## src/rtl/dds_pkg.sv

```systemverilog
// Shared types and constants for the DDS stream packer and related stream IPs.
package dds_pkg;
  localparam int SAMPLE_W = 16;
  localparam int AXIS_W   = 32;

  typedef enum logic {LOW = 1'b0, HIGH = 1'b1} pair_state_e;
  typedef logic [AXIS_W-1:0] axis_word_t;

  // Earlier sample occupies the low half of the beat.
  function automatic axis_word_t pack_pair(input logic [SAMPLE_W-1:0] lo,
                                           input logic [SAMPLE_W-1:0] hi);
    return {hi, lo};
  endfunction
endpackage

```

## src/rtl/sync_fifo.sv

```systemverilog
// Single-clock FIFO with combinational read of the head entry (first-word-fall-through).
module sync_fifo #(
  parameter int WIDTH = 32,
  parameter int DEPTH = 16
) (
  input  logic                   clk,
  input  logic                   rst,
  input  logic                   push,
  input  logic [WIDTH-1:0]       wdata,
  input  logic                   pop,
  output logic [WIDTH-1:0]       rdata,
  output logic                   full,
  output logic                   empty,
  output logic [$clog2(DEPTH):0] count
);
  localparam int AW = $clog2(DEPTH);
  localparam logic [AW:0] DEPTH_V = (AW+1)'(DEPTH);

  logic [WIDTH-1:0] mem [DEPTH];
  logic [AW-1:0]    wr_ptr;
  logic [AW-1:0]    rd_ptr;
  logic             wr_en;
  logic             rd_en;

  assign full  = (count == DEPTH_V);
  assign empty = (count == '0);
  assign wr_en = push && !full;
  assign rd_en = pop && !empty;
  assign rdata = mem[rd_ptr];

  always_ff @(posedge clk) begin
    if (rst) begin
      wr_ptr <= '0;
      rd_ptr <= '0;
      count  <= '0;
    end else begin
      if (wr_en) wr_ptr <= wr_ptr + 1'b1;
      if (rd_en) rd_ptr <= rd_ptr + 1'b1;
      case ({wr_en, rd_en})
        2'b10:   count <= count + 1'b1;
        2'b01:   count <= count - 1'b1;
        default: count <= count;
      endcase
    end
  end

  always_ff @(posedge clk) begin
    if (wr_en) mem[wr_ptr] <= wdata;
  end
endmodule

```

## src/rtl/dds_stream_packer.sv

```systemverilog
// Packs pairs of 16-bit DDS samples into 32-bit AXI4-Stream beats with periodic TLAST,
// buffering through a FIFO and flagging words lost to downstream backpressure.
module dds_stream_packer
  import dds_pkg::*;
#(
  parameter int FIFO_DEPTH = 16,
  parameter int LEN_W      = 16
) (
  input  logic                          S_AXI_ACLK,
  input  logic                          S_AXI_ARESET,
  input  logic [SAMPLE_W-1:0]           in_sample,
  input  logic                          in_valid,
  input  logic                          enable,
  input  logic [LEN_W-1:0]              pkt_len,
  input  logic                          overflow_clr,
  output logic [AXIS_W-1:0]             M_AXIS_TDATA,
  output logic                          M_AXIS_TVALID,
  input  logic                          M_AXIS_TREADY,
  output logic                          M_AXIS_TLAST,
  output logic                          overflow,
  output logic [$clog2(FIFO_DEPTH):0]   fill_level
);
  localparam int CNT_W = $clog2(FIFO_DEPTH) + 1;
  localparam logic [CNT_W-1:0] DEPTH_V = CNT_W'(FIFO_DEPTH);

  function automatic logic [LEN_W-1:0] eff_len(input logic [LEN_W-1:0] len);
    return (len == '0) ? LEN_W'(1) : len;
  endfunction

  pair_state_e         state;
  pair_state_e         state_nxt;
  logic [SAMPLE_W-1:0] low_q;
  logic                latch_low;
  logic                push_req;
  axis_word_t          push_word;

  logic                fifo_push;
  logic                fifo_pop;
  logic                fifo_full;
  logic                fifo_empty;
  axis_word_t          fifo_rdata;
  logic [CNT_W-1:0]    fifo_count;
  logic                room;
  logic                drop;

  logic                out_valid;
  axis_word_t          out_data;
  logic                out_last;
  logic                load;
  logic [LEN_W-1:0]    beat_cnt;
  logic [LEN_W-1:0]    len_q;
  logic [LEN_W-1:0]    len_cur;
  logic                beat_last;

  // Stage: sample pairing
  always_comb begin
    state_nxt = state;
    latch_low = 1'b0;
    push_req  = 1'b0;
    push_word = pack_pair(low_q, in_sample);
    if (!enable) begin
      state_nxt = LOW;
    end else if (in_valid) begin
      case (state)
        LOW: begin
          latch_low = 1'b1;
          state_nxt = HIGH;
        end
        HIGH: begin
          push_req  = 1'b1;
          state_nxt = LOW;
        end
        default: state_nxt = LOW;
      endcase
    end
  end

  always_ff @(posedge S_AXI_ACLK) begin
    if (S_AXI_ARESET) state <= LOW;
    else              state <= state_nxt;
  end

  always_ff @(posedge S_AXI_ACLK) begin
    if (latch_low) low_q <= in_sample;
  end

  // Stage: FIFO admission; room is judged before any same-cycle pop
  assign fill_level = fifo_count + CNT_W'(out_valid);
  assign room       = (fill_level < DEPTH_V) && !fifo_full;
  assign fifo_push  = push_req && room;
  assign drop       = push_req && !room;

  sync_fifo #(
    .WIDTH (AXIS_W),
    .DEPTH (FIFO_DEPTH)
  ) u_fifo (
    .clk   (S_AXI_ACLK),
    .rst   (S_AXI_ARESET),
    .push  (fifo_push),
    .wdata (push_word),
    .pop   (fifo_pop),
    .rdata (fifo_rdata),
    .full  (fifo_full),
    .empty (fifo_empty),
    .count (fifo_count)
  );

  always_ff @(posedge S_AXI_ACLK) begin
    if (S_AXI_ARESET)      overflow <= 1'b0;
    else if (drop)         overflow <= 1'b1;
    else if (overflow_clr) overflow <= 1'b0;
  end

  // Stage: output register; beat_cnt indexes the beat being loaded within its packet
  assign load      = !fifo_empty && (!out_valid || M_AXIS_TREADY);
  assign fifo_pop  = load;
  assign len_cur   = (beat_cnt == '0) ? eff_len(pkt_len) : len_q;
  assign beat_last = (beat_cnt == len_cur - LEN_W'(1));

  always_ff @(posedge S_AXI_ACLK) begin
    if (S_AXI_ARESET) begin
      out_valid <= 1'b0;
      out_data  <= '0;
      out_last  <= 1'b0;
      beat_cnt  <= '0;
      len_q     <= LEN_W'(1);
    end else if (load) begin
      out_valid <= 1'b1;
      out_data  <= fifo_rdata;
      out_last  <= beat_last;
      beat_cnt  <= beat_last ? '0 : beat_cnt + 1'b1;
      if (beat_cnt == '0) len_q <= len_cur;
    end else if (M_AXIS_TREADY) begin
      out_valid <= 1'b0;
    end
  end

  assign M_AXIS_TDATA  = out_data;
  assign M_AXIS_TVALID = out_valid;
  assign M_AXIS_TLAST  = out_last;
endmodule

```

## config.mk

```make
export PLATFORM = sky130hd
export DESIGN_NAME = dds_stream_packer
export DESIGN_NICKNAME = d
export VERILOG_FILES = /design/src/rtl/dds_pkg.sv /design/src/rtl/sync_fifo.sv /design/src/rtl/dds_stream_packer.sv
export SDC_FILE = /design/constraint.sdc
export NUM_CORES = 1
export LEC_CHECK = 0
export ABC_AREA = 1
export BUFFER_PORTS_ARGS = -buffer_cell sky130_fd_sc_hd__buf_4
export CAP_MARGIN = 20
export CORE_MARGIN = 2
export CORE_UTILIZATION = 56
export CTS_CLUSTER_DIAMETER = 60
export CTS_CLUSTER_SIZE = 25
export DETAILED_ROUTE_END_ITERATION = 8
export GPL_ROUTABILITY_DRIVEN = 1
export PLACE_DENSITY = 0.75
export SYNTH_ARGS = -nofsm -noshare
export SYNTH_HDL_FRONTEND = slang
export SYNTH_SLANG_ARGS = --single-unit
```

## constraint.sdc

```tcl
create_clock -name S_AXI_ACLK -period 3.48 [get_ports S_AXI_ACLK]
set_clock_uncertainty 0.15 [all_clocks]
set_input_delay 0.522 -clock S_AXI_ACLK [delete_from_list [all_inputs] [get_ports S_AXI_ACLK]]
set_output_delay 0.522 -clock S_AXI_ACLK [all_outputs]
set_load 0.02 [all_outputs]
```

Word-level counts from Yosys, hierarchy flattened
Memory sizes are Yosys's and may differ from the RTL's. A register that Yosys moved wholly into a read port is not among the register bits.
Index checks and enable logic that the tools add are counted.
Storage, ports and cells
  bits in registers: 65
  RAM bits: 512
  bits of input ports: 38
  output and inout port bits: 40
  memories kept: 1
Memory list
  u_fifo.mem: words 16, bits a word 32, read ports 1, clocked after memory_dff 1, write ports 1, line sync_fifo.sv:19  | logic [WIDTH-1:0] mem [DEPTH];
Operators by class
  $add $sub $neg: 7
  $lt $le $gt $ge: 1
  eq/ne operators: 4
  multiplexer cells: 17
  bitwise logic cells: 2
  reductions and logical operators: 19
Operators with widths (count)
  $mux 16: 3
  $logic_not 16->1: 2
  $add 16x1->16 const B: 1
  $eq 16x16->1: 1
  $sub 16x1->16 const B: 1
  $mux 1: 12
  $pmux 5 s2: 1
  $add 4x1->4 const B: 2
  $logic_and 1x1->1: 6
  $reduce_bool 2->1: 3
  $add 5x1->5: 1
  $add 5x1->5 const B: 1
  $eq 5x5->1 const B: 1
  $logic_not 5->1: 1
  $lt 5x5->1 const B: 1
  $sub 5x1->5 const B: 1
  $logic_not 1->1: 4
  $eq 2x1->1 const B: 1
  $eq 2x2->1 const B: 1
  $not 1->1: 2
  $pmux 1 s2: 1
  $reduce_and 2->1: 1
  $reduce_or 2->1: 1
  $logic_or 1x1->1: 1

Logic depth before layout (Yosys ltp)
Gate-level depths: netlist of the first run.
  word-level depth: 7
  mapped depth: 24

Modules after synthesis
A second synthesis of the first run with hierarchy kept.
Second synthesis, totals
  cell total of the unflattened synthesis: 2118
  area total of the unflattened synthesis: 25952.4 um^2
Modules (own cells, without submodules)
  sync_fifo: times used 1, cells an instance 1482, area each 21514.4 um^2, sequential area each 15715.1 um^2
  dds_stream_packer: times used 1, cells an instance 636, area each 4438.0 um^2, sequential area each 1841.8 um^2

Worst setup path before layout of the first run
No wires, ideal clock.
  path kind: flip-flop to flip-flop
  from: reg out_valid (netlist: M_AXIS_TVALID)
  to: mem u_fifo.mem[11][0], enable pin
  setup time: 421 ps
  arrival: 3319 ps
  required time: 2909 ps
  slack: -410 ps
  stages on the path, launching flop included: 8
  clock period less this slack: 3890 ps
  cell sequence: dfxtp_1 ha_1 ha_1 nand3_1 xor2_1 nor4_1 nand2_1 nor2_1
Between the ends
  longest elaborated chain between the ends: 7
RTL lines
  start, declared: line dds_stream_packer.sv:46  | logic out_valid;
  start signal, assigned: line dds_stream_packer.sv:122  | out_valid <= 1'b0;
  start signal, assigned: line dds_stream_packer.sv:128  | out_valid <= 1'b1;
  start signal, assigned: line dds_stream_packer.sv:134  | out_valid <= 1'b0;
  $add 5x1->5: line dds_stream_packer.sv:88  | assign fill_level = fifo_count + CNT_W'(out_valid);
  named net fill_level[4]: line dds_stream_packer.sv:21  | output logic [$clog2(FIFO_DEPTH):0] fill_level
  $lt 5x5->1: line dds_stream_packer.sv:89  | assign room = (fill_level < DEPTH_V) && !fifo_full;
  $logic_and 1x1->1: line dds_stream_packer.sv:89
  $logic_and 1x1->1: line dds_stream_packer.sv:90  | assign fifo_push = push_req && room;
  $logic_and 1x1->1: line sync_fifo.sv:27  | assign wr_en = push && !full;
  $mux 1: line sync_fifo.sv:48  | if (wr_en) mem[wr_ptr] <= wdata;
  $mux 1 (not written as such): line sync_fifo.sv:48
  end, declared: line sync_fifo.sv:19
The timed path passes the listed nets, and every way through them passes these cells.

Worst setup path in the final report of the first run
  from: reg beat_cnt[0]
  to: reg beat_cnt[15]
Between the ends
  longest elaborated chain between the ends: 5
RTL lines
  start, declared: line dds_stream_packer.sv:50  | logic [LEN_W-1:0] beat_cnt;
  start signal, assigned: line dds_stream_packer.sv:131  | beat_cnt <= beat_last ? '0 : beat_cnt + 1'b1;
  $logic_not 16->1: line dds_stream_packer.sv:117  | assign len_cur = (beat_cnt == '0) ? eff_len(pkt_len) : len_q;
  $mux 16: line dds_stream_packer.sv:117
  $sub 16x1->16: line dds_stream_packer.sv:118  | assign beat_last = (beat_cnt == len_cur - LEN_W'(1));
  $eq 16x16->1: line dds_stream_packer.sv:118
  $mux 16 (*): line dds_stream_packer.sv:131
Mark *: on every way between the ends. The rest lies on a longest branch, timed or not.
A chain may end at the register's enable or synchronous reset.

==> metrics.md, run 1 <==
| Metric | Value |
|---|---|
| Outcome | finished clean |
| Die area | between 0.04 and 0.05 mm^2 |
| Hold Buf Count CTS | 0 |
| Max_cap viols | 0 |
| First-pass GRT wire length | 91.7 mm |
| Worst Slack Setup Final | ~0.29 ns |
| Sequential power share | 43.8% |
| Multi-input gate area | roughly 0.0067 mm^2 |
| Vias | roughly 16000 |
| Synthesized area per cell | around 13 um^2 |
| Reg clk slew, reported paths | 0.08 ns |
| RSZ-0062 raised after global routing | no |
| Root buffer cell | clkbuf_16 |
| Worst Path Arrival | approximately 3.5 ns |
| Via/cell ratio | 5.96 |
| Tot GR Track Use | approximately 26% |
| Hold Vio Cnt, Final | 0 |
| Area leader, netlist | edfxtp_1 |
| Die Y | between 200 and 250 um |
| Max-slew violation count | 0 |
| Crit Path Max Fanout | 13 |
| Share of cells above drive strength 1 | about 14% |
| Crit path largest cell delay | about 0.35 ns |
| Final wirelength | ~60 mm |
| HPWL Detailed | approximately 34 mm |
| Synthesized cell area | ~0.025 mm^2 |
| ANT cells | 0 |
| Synthesized Nets | a little over 2000 |
| Pre-antenna DRT Iters | 8 |
| Die Span X | 217 um |
| Crit path launch type | flop |
| Insertion delay to the later sink of the worst-skew pair | about 0.61 ns |
| Crit end category | flop |
| Cell Chain, Critical Path | inv_1, ha_1, nand2_1, nor2_1, nand2_1, nor2_2, inv_1, nand2_1, nand2_1, ha_1, xnor2_1, nand3b_1, nand2_1, inv_1, nand3_1, nor2_1, nand2_1, nor2_1, nand2_1, nor2_4, nand3_4, nand2_8, nor2_1 |
| Ranking of synthesized cells by area | edfxtp_1 (62%), dfxtp_1 (6.4%), mux2i_1 (5.0%) |
| Switching power | roughly 6.7 mW |
| Clock share of power | ~25% |
| DRC | 0 |
| Total clock sinks | between 600 and 700 |
| Pleak | 10.1 nW |
| Vias in the first global route | approximately 16000 |
| Post-route insts no fill | approximately 2700 |
| Final Wtd Congestion | 0.867 |
| CTS tree | done |
| Starting Density | a little under three fifths |
| Final period util | about nine tenths |
| Nets | ~2100 |
| WP data required | about 3.8 ns |
| Initial antenna violation count | 0 |
| Htree depth | 2 |
| Internal power | 12.6 mW |
| Num rows | 77 |
| Largest net degree at the start of global routing | 138 |
| Commonest non-fill, non-tap cells in the layout | edfxtp_1 (528), inv_1 (223), o21ai_0 (191) |
| Total gr overflow | 0 |
| Startpoint of the worst hold path | overflow_clr |
| Syn Inst Count | roughly 2000 |
| Synth Register Bits | around 600 |
| Clock Path Buffers | 3 |
| Comb pwr share | 31.1% |
| Top FF cell, synth | edfxtp_1 |
| CP most frequent cell | nand2_1 |
| Synth warnings | 0 |
| IO Port Bufs | just under 80 |
| Post-CTS Setup Bufs | 0 |
| IO Pins | approximately 80 |
| Yosys top cell area share | around 62% |
| Hold crit path type | in -> reg |
| CP Class | reg -> reg |
| Reg2Reg Launch Point | beat_cnt[0] |
| Crit path launch | beat_cnt[0] |
| Crit path time final | between 3 and 4 ns |
| Synth cell types | 41 |
| Hold Slack | a little over 0.05 ns |
| Synth async-reset ratio | 0% |
| Pwr Density | around 680 mW/mm^2 |
| Reg area | between 0.015 and 0.02 mm^2 |
| Commonest non-fill, non-tap cell in the layout | edfxtp_1 |
| CTS Buf Count | 38 |
| FMAX | between 300 and 400 MHz |
| Pre-CTS setup slack | approximately 0.19 ns |
| Area of the core | 0.0445 mm^2 |
| EDFF count, synth | 528 |
| CP max-delay cell | dfxtp_1 |
| Placed cell count | between 2000 and 3000 |
| Fill count | about 3300 |
| Detail Route Antenna Nets | 0 |
| Register area share after synthesis | between 60 and 70% |
| Slew headroom | between 30% and 40% |
| Switch share | a little over a third |
| Area Growth Syn to Fin | 11.4% |
| WL per Instance | 22.2 um |
| Setup violations, final | 0 |
| Worst Tran Pin Value | approximately 1.0 ns |
| VDD IR max | around 0.48 mV |
| Initial drt markers | about 1800 |
[power by group through the flow]
stage / Sequential (mW) / Clock (mW) / Combinational (mW)
final: 8.46 / 4.86 / 6.02
after global routing: 8.50 / 5.20 / 6.65
after CTS: 8.47 / 4.94 / 6.00
after detailed placement: 8.63 / 0 / 5.96
after global placement: 8.62 / 0 / 5.85
after floorplan: 8.69 / 0 / 4.31
[cell families after synthesis]
group,Yosys count,synth area share [%]
compound gates,521,12.1
fa+ha+maj,15,0.769
buf+inv,350,5.38
simple gates,375,6.95
xor+xnor,26,0.897
mux,128,5.05
flops,609,68.9
[worst paths after layout]
path | to | slack [ns] | cells past startpoint
max | beat_cnt[15] | 0.29 | 23
min | overflow | 0.05 | 4
max reg2reg | beat_cnt[15] | 0.29 | 23
min reg2reg | u_fifo.count[4] | 0.31 | 1
[cell type report]
class,instances,area share [%]
Sequential cell,609,61.9
Timing Repair Buffer,127,4.17
Clock buffer,45,3.46
Tap cell,592,2.62
Clock inverter,24,1.17
Inverter,231,3.09
Multi-Input combinational cell,1065,23.6
[state kept, by name, indices dropped and copies added, names as in the netlist]
name and cells:
overflow 1, M_AXIS_TLAST 1, u_fifo.mem 512, M_AXIS_TVALID 1
u_fifo.rd_ptr 4, u_fifo.count 5, M_AXIS_TDATA 32, len_q 16
low_q 16, beat_cnt 16, u_fifo.wr_ptr 4, state 1
[cell usage after synthesis (3+ instances only)]
library cell / instances
xnor2_1: 3
nor2_1: 69
nor2_2: 12
ha_1: 14
dfxtp_1: 81
o211ai_1: 130
o21ai_0: 191
inv_1: 227
xor2_1: 23
nand3_1: 104
clkbuf_1: 91
edfxtp_1: 528
nor3_1: 7
nand4_1: 8
mux2i_1: 128
nor2_4: 9
buf_1: 9
a31o_2: 32
nor4_1: 3
a31oi_1: 3
buf_2: 14
a21oi_1: 160
nand2_2: 17
inv_2: 3
nand2_1: 138
[metrics by stage]
| step | area [um^2] | power [mW] | util, % | TNS [ns] |
|---|---|---|---|---|
| floorplan | 25400 | 13.0 | - | -129.64 |
| global placement | 26900 | 14.5 | 60.5 | 0 |
| detailed placement | 26900 | 14.6 | 60.5 | 0 |
| CTS | 28200 | 19.4 | 63.5 | 0 |
| global route | 28300 | 20.3 | 63.5 | 0 |
| finish | 28300 | 19.3 | 63.5 | 0 |
[per-layer routing]
layer	part of all wire, %	GRT usage (%)	vias up
li1	-	-	7397
met2	49	43.3	650
met4	2.7	8.31	0
met1	40	34.7	7901
met5	0	0	-
met3	7.9	3.65	112
[critical path, delay by kind of cell (launching register included)]
kind	cells	cell delay (ns)
DFF	1	0.35
and+or+nand+nor	17	1.68
xor gates and xnor gates	1	0.20
adders and majority gates	2	0.48
buffers and inverters	3	0.24
[repair_timing]
| action | 4_1_cts | 5_1_grt |
|---|---|---|
| gates resized for setup | 0 | 4 |
| setup endpoints to repair | 0 | 14 |
| endpoints found under the hold margin | 0 | 0 |
No activity file was read; power rests on OpenSTA's default activity.
==> run 2: changes to the inputs <==
--- a/config.mk
+++ b/config.mk
@@ -10,11 +10,12 @@
 export CAP_MARGIN = 20
 export CORE_MARGIN = 2
 export CORE_UTILIZATION = 56
-export CTS_CLUSTER_DIAMETER = 60
+export CTS_CLUSTER_DIAMETER = 200
 export CTS_CLUSTER_SIZE = 25
 export DETAILED_ROUTE_END_ITERATION = 8
 export GPL_ROUTABILITY_DRIVEN = 1
 export PLACE_DENSITY = 0.75
 export SYNTH_ARGS = -nofsm -noshare
 export SYNTH_HDL_FRONTEND = slang
+export SYNTH_HIERARCHICAL = 1
 export SYNTH_SLANG_ARGS = --single-unit
==> run 2 against run 1 <==
Sequential share of layout area grew 0.30 points. Critical endpoint is now u_fifo/mem[13][31]. Final cell count rose by 3.8%. Via count rose by 2.1%. Largest cell class unchanged.
==> metrics.md, run 2 <==
| Metric | Value |
|---|---|
| Outcome | finished clean |
| Largest net degree at the start of global routing | 90 (-35%) |
| Startpoint of the worst hold path | pkt_len[15] |
| DRC | 0 (unchanged) |
| Max-slew violation count | 0 (unchanged) |
| Simple-Gate Fraction of Synth Area | 8.99% (+2.0 points) |
| Register area share after synthesis | 67.7% (-1.2 points) |
| Worst Slack Setup Final | 0.363 ns (+0.0769 ns) |
| CTS Buf Count | 28 (-26%) |
| Xor/xnor share of the synthesized area | 1.01% (+0.12 points) |
| VDD IR max | 0.514 mV (+7.9%) |
| RSZ-0062 raised after global routing | no |
| Die area | 0.0481 mm^2 (+2.2%) |
| Vias | 16394 (+2.1%) |
| R2r endpoint | u_fifo/mem[13][31] |
| Ranking of synthesized cells by area | edfxtp_1 (61%), dfxtp_1 (6.6%), mux2i_1 (4.9%) |
| Adder-Cell Fraction of Synth Area | 0.627% (-0.14 points) |
| Most numerous cell in the Yosys netlist | edfxtp_1 |
| Reg-to-reg slack, setup | 0.36 ns (+0.08 ns) |
| Total Power | 19.1 mW (-1.1%) |
| Synth async-reset ratio | 0% (unchanged) |
| Largest family of logic cells by synthesized area | compound AO/OA/AOI/OAI gates |
| Insertion delay to the later sink of the worst-skew pair | 0.60 ns (about the same) |
| Synthesized area per cell | 12.3 um^2 (-2.3%) |
| Hold Vio Cnt, Final | 0 (unchanged) |
| Root buffer cell | clkbuf_16 |
| Post-CTS Setup Bufs | 0 (unchanged) |
| Slew headroom | 19.3% (-12 points) |
| Synthesized cell area | 0.0260 mm^2 (+2.3%) |
| HPWL Detailed | 35.0 mm (+3.8%) |
| IO Port Bufs | 77 (unchanged) |
| Commonest non-fill, non-tap cell in the layout | edfxtp_1 |
| WL per Instance | 21.0 um (-5.2%) |
| Die Span X | 219 um (+1.1%) |
| Top FF cell, synth | edfxtp_1 |
| Crit path largest cell delay | 0.45 ns (+0.10 ns) |
| Crit Path Max Fanout | 14 (+1) |
| Total clock sinks | 613 (+0.66%) |
| Cell Chain, Critical Path | ha_1, ha_1, nand3_1, xor2_1, or2_2, nor2_1, nand2_2, inv_2, nand2_1, nor2_4, buf_12 |
| Commonest non-fill, non-tap cells in the layout | edfxtp_1 (528), nand2_1 (195), a21oi_1 (154) |
| Final Wtd Congestion | 0.912 (+5.2%) |
| Nets | 2225 (+4.7%) |
| Pwr Density | 677 mW/mm^2 (-1.1%) |
| Placed cell count | 2742 (+4.5%) |
| Post-route insts no fill | 2796 (+3.8%) |
| Yosys top cell area share | 61.1% (-1.4 points) |
| CP most frequent cell | ha_1 |
| Synth Register Bits | 613 (+0.66%) |
| Via/cell ratio | 5.86 (-1.7%) |
| Tot GR Track Use | 24.5% (-1.2 points) |
| IO Pins | 78 (unchanged) |
| Worst Path Arrival | 3.27 ns (-0.25 ns) |
| Max_cap viols | 0 (unchanged) |
| Detail Route Antenna Nets | 0 (unchanged) |
| Final period util | 89.6% (-2.2 points) |
| Crit end category | flop |
| Mux cell area share after synthesis | 4.94% (-0.11 points) |
| Hold path cells | 3 (-1) |
| Initial drt markers | 1792 (+0.34%) |
| Pleak | 9.73 nW (-3.7%) |
| Final wirelength | 58.8 mm (-1.6%) |
| Synth cell types | 39 (-4.9%) |
| First-pass GRT wire length | 90.0 mm (-1.9%) |
| Htree depth | 1 (-1) |
| Number of flip-flops in the largest register | 512 (unchanged) |
| Worst Tran Pin Value | 1.21 ns (+0.178 ns) |
| FMAX | 321 MHz (+2.5%) |
| WP data required | 3.64 ns (-0.16 ns) |
| WHS Endpoint | len_q[15] |
| Pre-CTS setup slack | 0.128 ns (-0.0659 ns) |
| Setup violations, final | 0 (unchanged) |
| Num rows | 78 (+1.3%) |
| Total gr overflow | 0 (unchanged) |
| Crit path time final | 3.12 ns (-0.0769 ns) |
| Reg clk slew, reported paths | 0.10 ns (+0.02 ns) |
| Synthesized Nets | 2169 (+4.4%) |
| Area of the core | 0.0456 mm^2 (+2.4%) |
| CP Class | reg -> reg |
| Compound-Gate Fraction of Synth Area | 10.7% (-1.4 points) |
| Area leader, netlist | edfxtp_1 |
| Pre-antenna DRT Iters | 7 (-1) |
| Reg2Reg Launch Point | M_AXIS_TVALID |
| WP buf/inv | 2 (-1) |
| Synth top cells by count | edfxtp_1 (528), nand2_1 (196), inv_1 (155), a21oi_1 (154), nor2_1 (150) |
| CTS tree | done |
| Initial antenna violation count | 0 (unchanged) |
| EDFF count, synth | 528 (unchanged) |
| CP max-delay cell | dfxtp_1 |
| Synth warnings | 6 (+6) |
| ANT cells | 0 (unchanged) |
| Starting Density | 56.9% (-0.068 points) |
| Crit path max-delay family | simple AND/OR/NAND/NOR gates |
| Die Y | 219 um (+1.1%) |
| R2R depth | 11 (-52%) |
| Clock Path Buffers | 3 (unchanged) |
| Share of cells above drive strength 1 | 13.4% (-0.56 points) |
| Most flops, register | u_fifo/mem |
| Crit path launch type | flop |
| Syn Inst Count | 2118 (+4.6%) |
| Area Growth Syn to Fin | 8.90% |
| Hold crit path type | in -> reg |
| Vias in the first global route | 15628 (-1.2%) |
-- run 2: cell types whose count changed after synthesis, moves of 11 or more --
| cell | previous run | this run |
|---|---|---|
| nor2_1 | 69 | 150 |
| clkinv_2 | 0 | 42 |
| a31o_2 | 32 | 0 |
| inv_1 | 227 | 155 |
| nand2_1 | 138 | 196 |
| buf_12 | 0 | 11 |
| o21ai_1 | 1 | 92 |
| clkbuf_1 | 91 | 69 |
| o21ai_0 | 191 | 106 |
-- run 2: worst register-to-register path, cell delays in order, from the launching register on --
cell,delay (ns)
dfxtp_1,0.45
ha_1,0.21
ha_1,0.18
nand3_1,0.09
xor2_1,0.17
or2_2,0.29
nor2_1,0.13
nand2_2,0.13
inv_2,0.12
nand2_1,0.26
nor2_4,0.41
buf_12,0.23
-- run 2: worst max-delay path by stage --
stage / startpoint / end / slack [ns] / depth (start not counted)
final: M_AXIS_TVALID / u_fifo/mem[13][31] / 0.36 / 11
after global routing: beat_cnt[0] / beat_cnt[13] / 0.04 / 24
after CTS: beat_cnt[0] / beat_cnt[7] / 0.26 / 22
after detailed placement: pkt_len[11] / beat_cnt[7] / 0.13 / 22
after global placement: pkt_len[9] / beat_cnt[7] / 0.21 / 22
after floorplan: M_AXIS_TVALID / u_fifo/mem[11][0] / -0.41 / 10
-- run 2: where the power goes --
part	switching, mW	leakage [nW]	internal (mW)
Sequential	0.387	5.45	8.32
Clock	2.15	0.385	1.55
Combinational	4.38	3.90	2.34
Total	6.92	9.73	12.2
-- run 2: per-layer routing --
| metal | GRT usage [%] | up-vias | wire length (um) |
|---|---|---|---|
| li1 | - | 7653 | - |
| met1 | 34.2 | 8043 | 25100 |
| met2 | 41.6 | 600 | 28600 |
| met3 | 2.52 | 98 | 3830 |
| met4 | 6.10 | 0 | 1290 |
| met5 | 0 | - | 0 |
-- run 2: repair_timing --
item                       4_1_cts  5_1_grt
hold endpoints to repair         1        0
gates resized for setup          0        9
setup endpoints to repair        0       15
hold buffers                     1        0
-- run 2: layout make-up --
cell class                 instances  area [um^2]
clock inverter                     2         32.5
multi-input combinational       1183         7000
clock buffer                      50          783
timing repair buffer             137         1280
sequential                       613        17600
fill                            3416        17300
inverter                         211          850
tap                              600          751
-- run 2: logic make-up (layout without fill, tap and decap cells) --
| family | after synthesis | after routing |
|---|---|---|
| buffers and inverters | 323 | 400 |
| adders and majority gates | 13 | 13 |
| xor gates and xnor gates | 30 | 30 |
| muxes | 128 | 128 |
| DFF | 613 | 613 |
| AOI/OAI and AO/OA | 486 | 486 |
| and+or+nand+nor | 525 | 526 |
-- run 2: metrics by stage --
step,setup TNS [ns],util (%),cell area [um^2],hold slack [ns]
2_1_floorplan,-130.12,-,26000,0.291
3_3_place_gp,0,60.1,27400,0.298
3_5_place_dp,0,60.1,27400,0.303
4_1_cts,0,61.9,28200,0.0113
5_1_grt,0,62.0,28300,0.0279
6_report,0,62.0,28300,0.0456
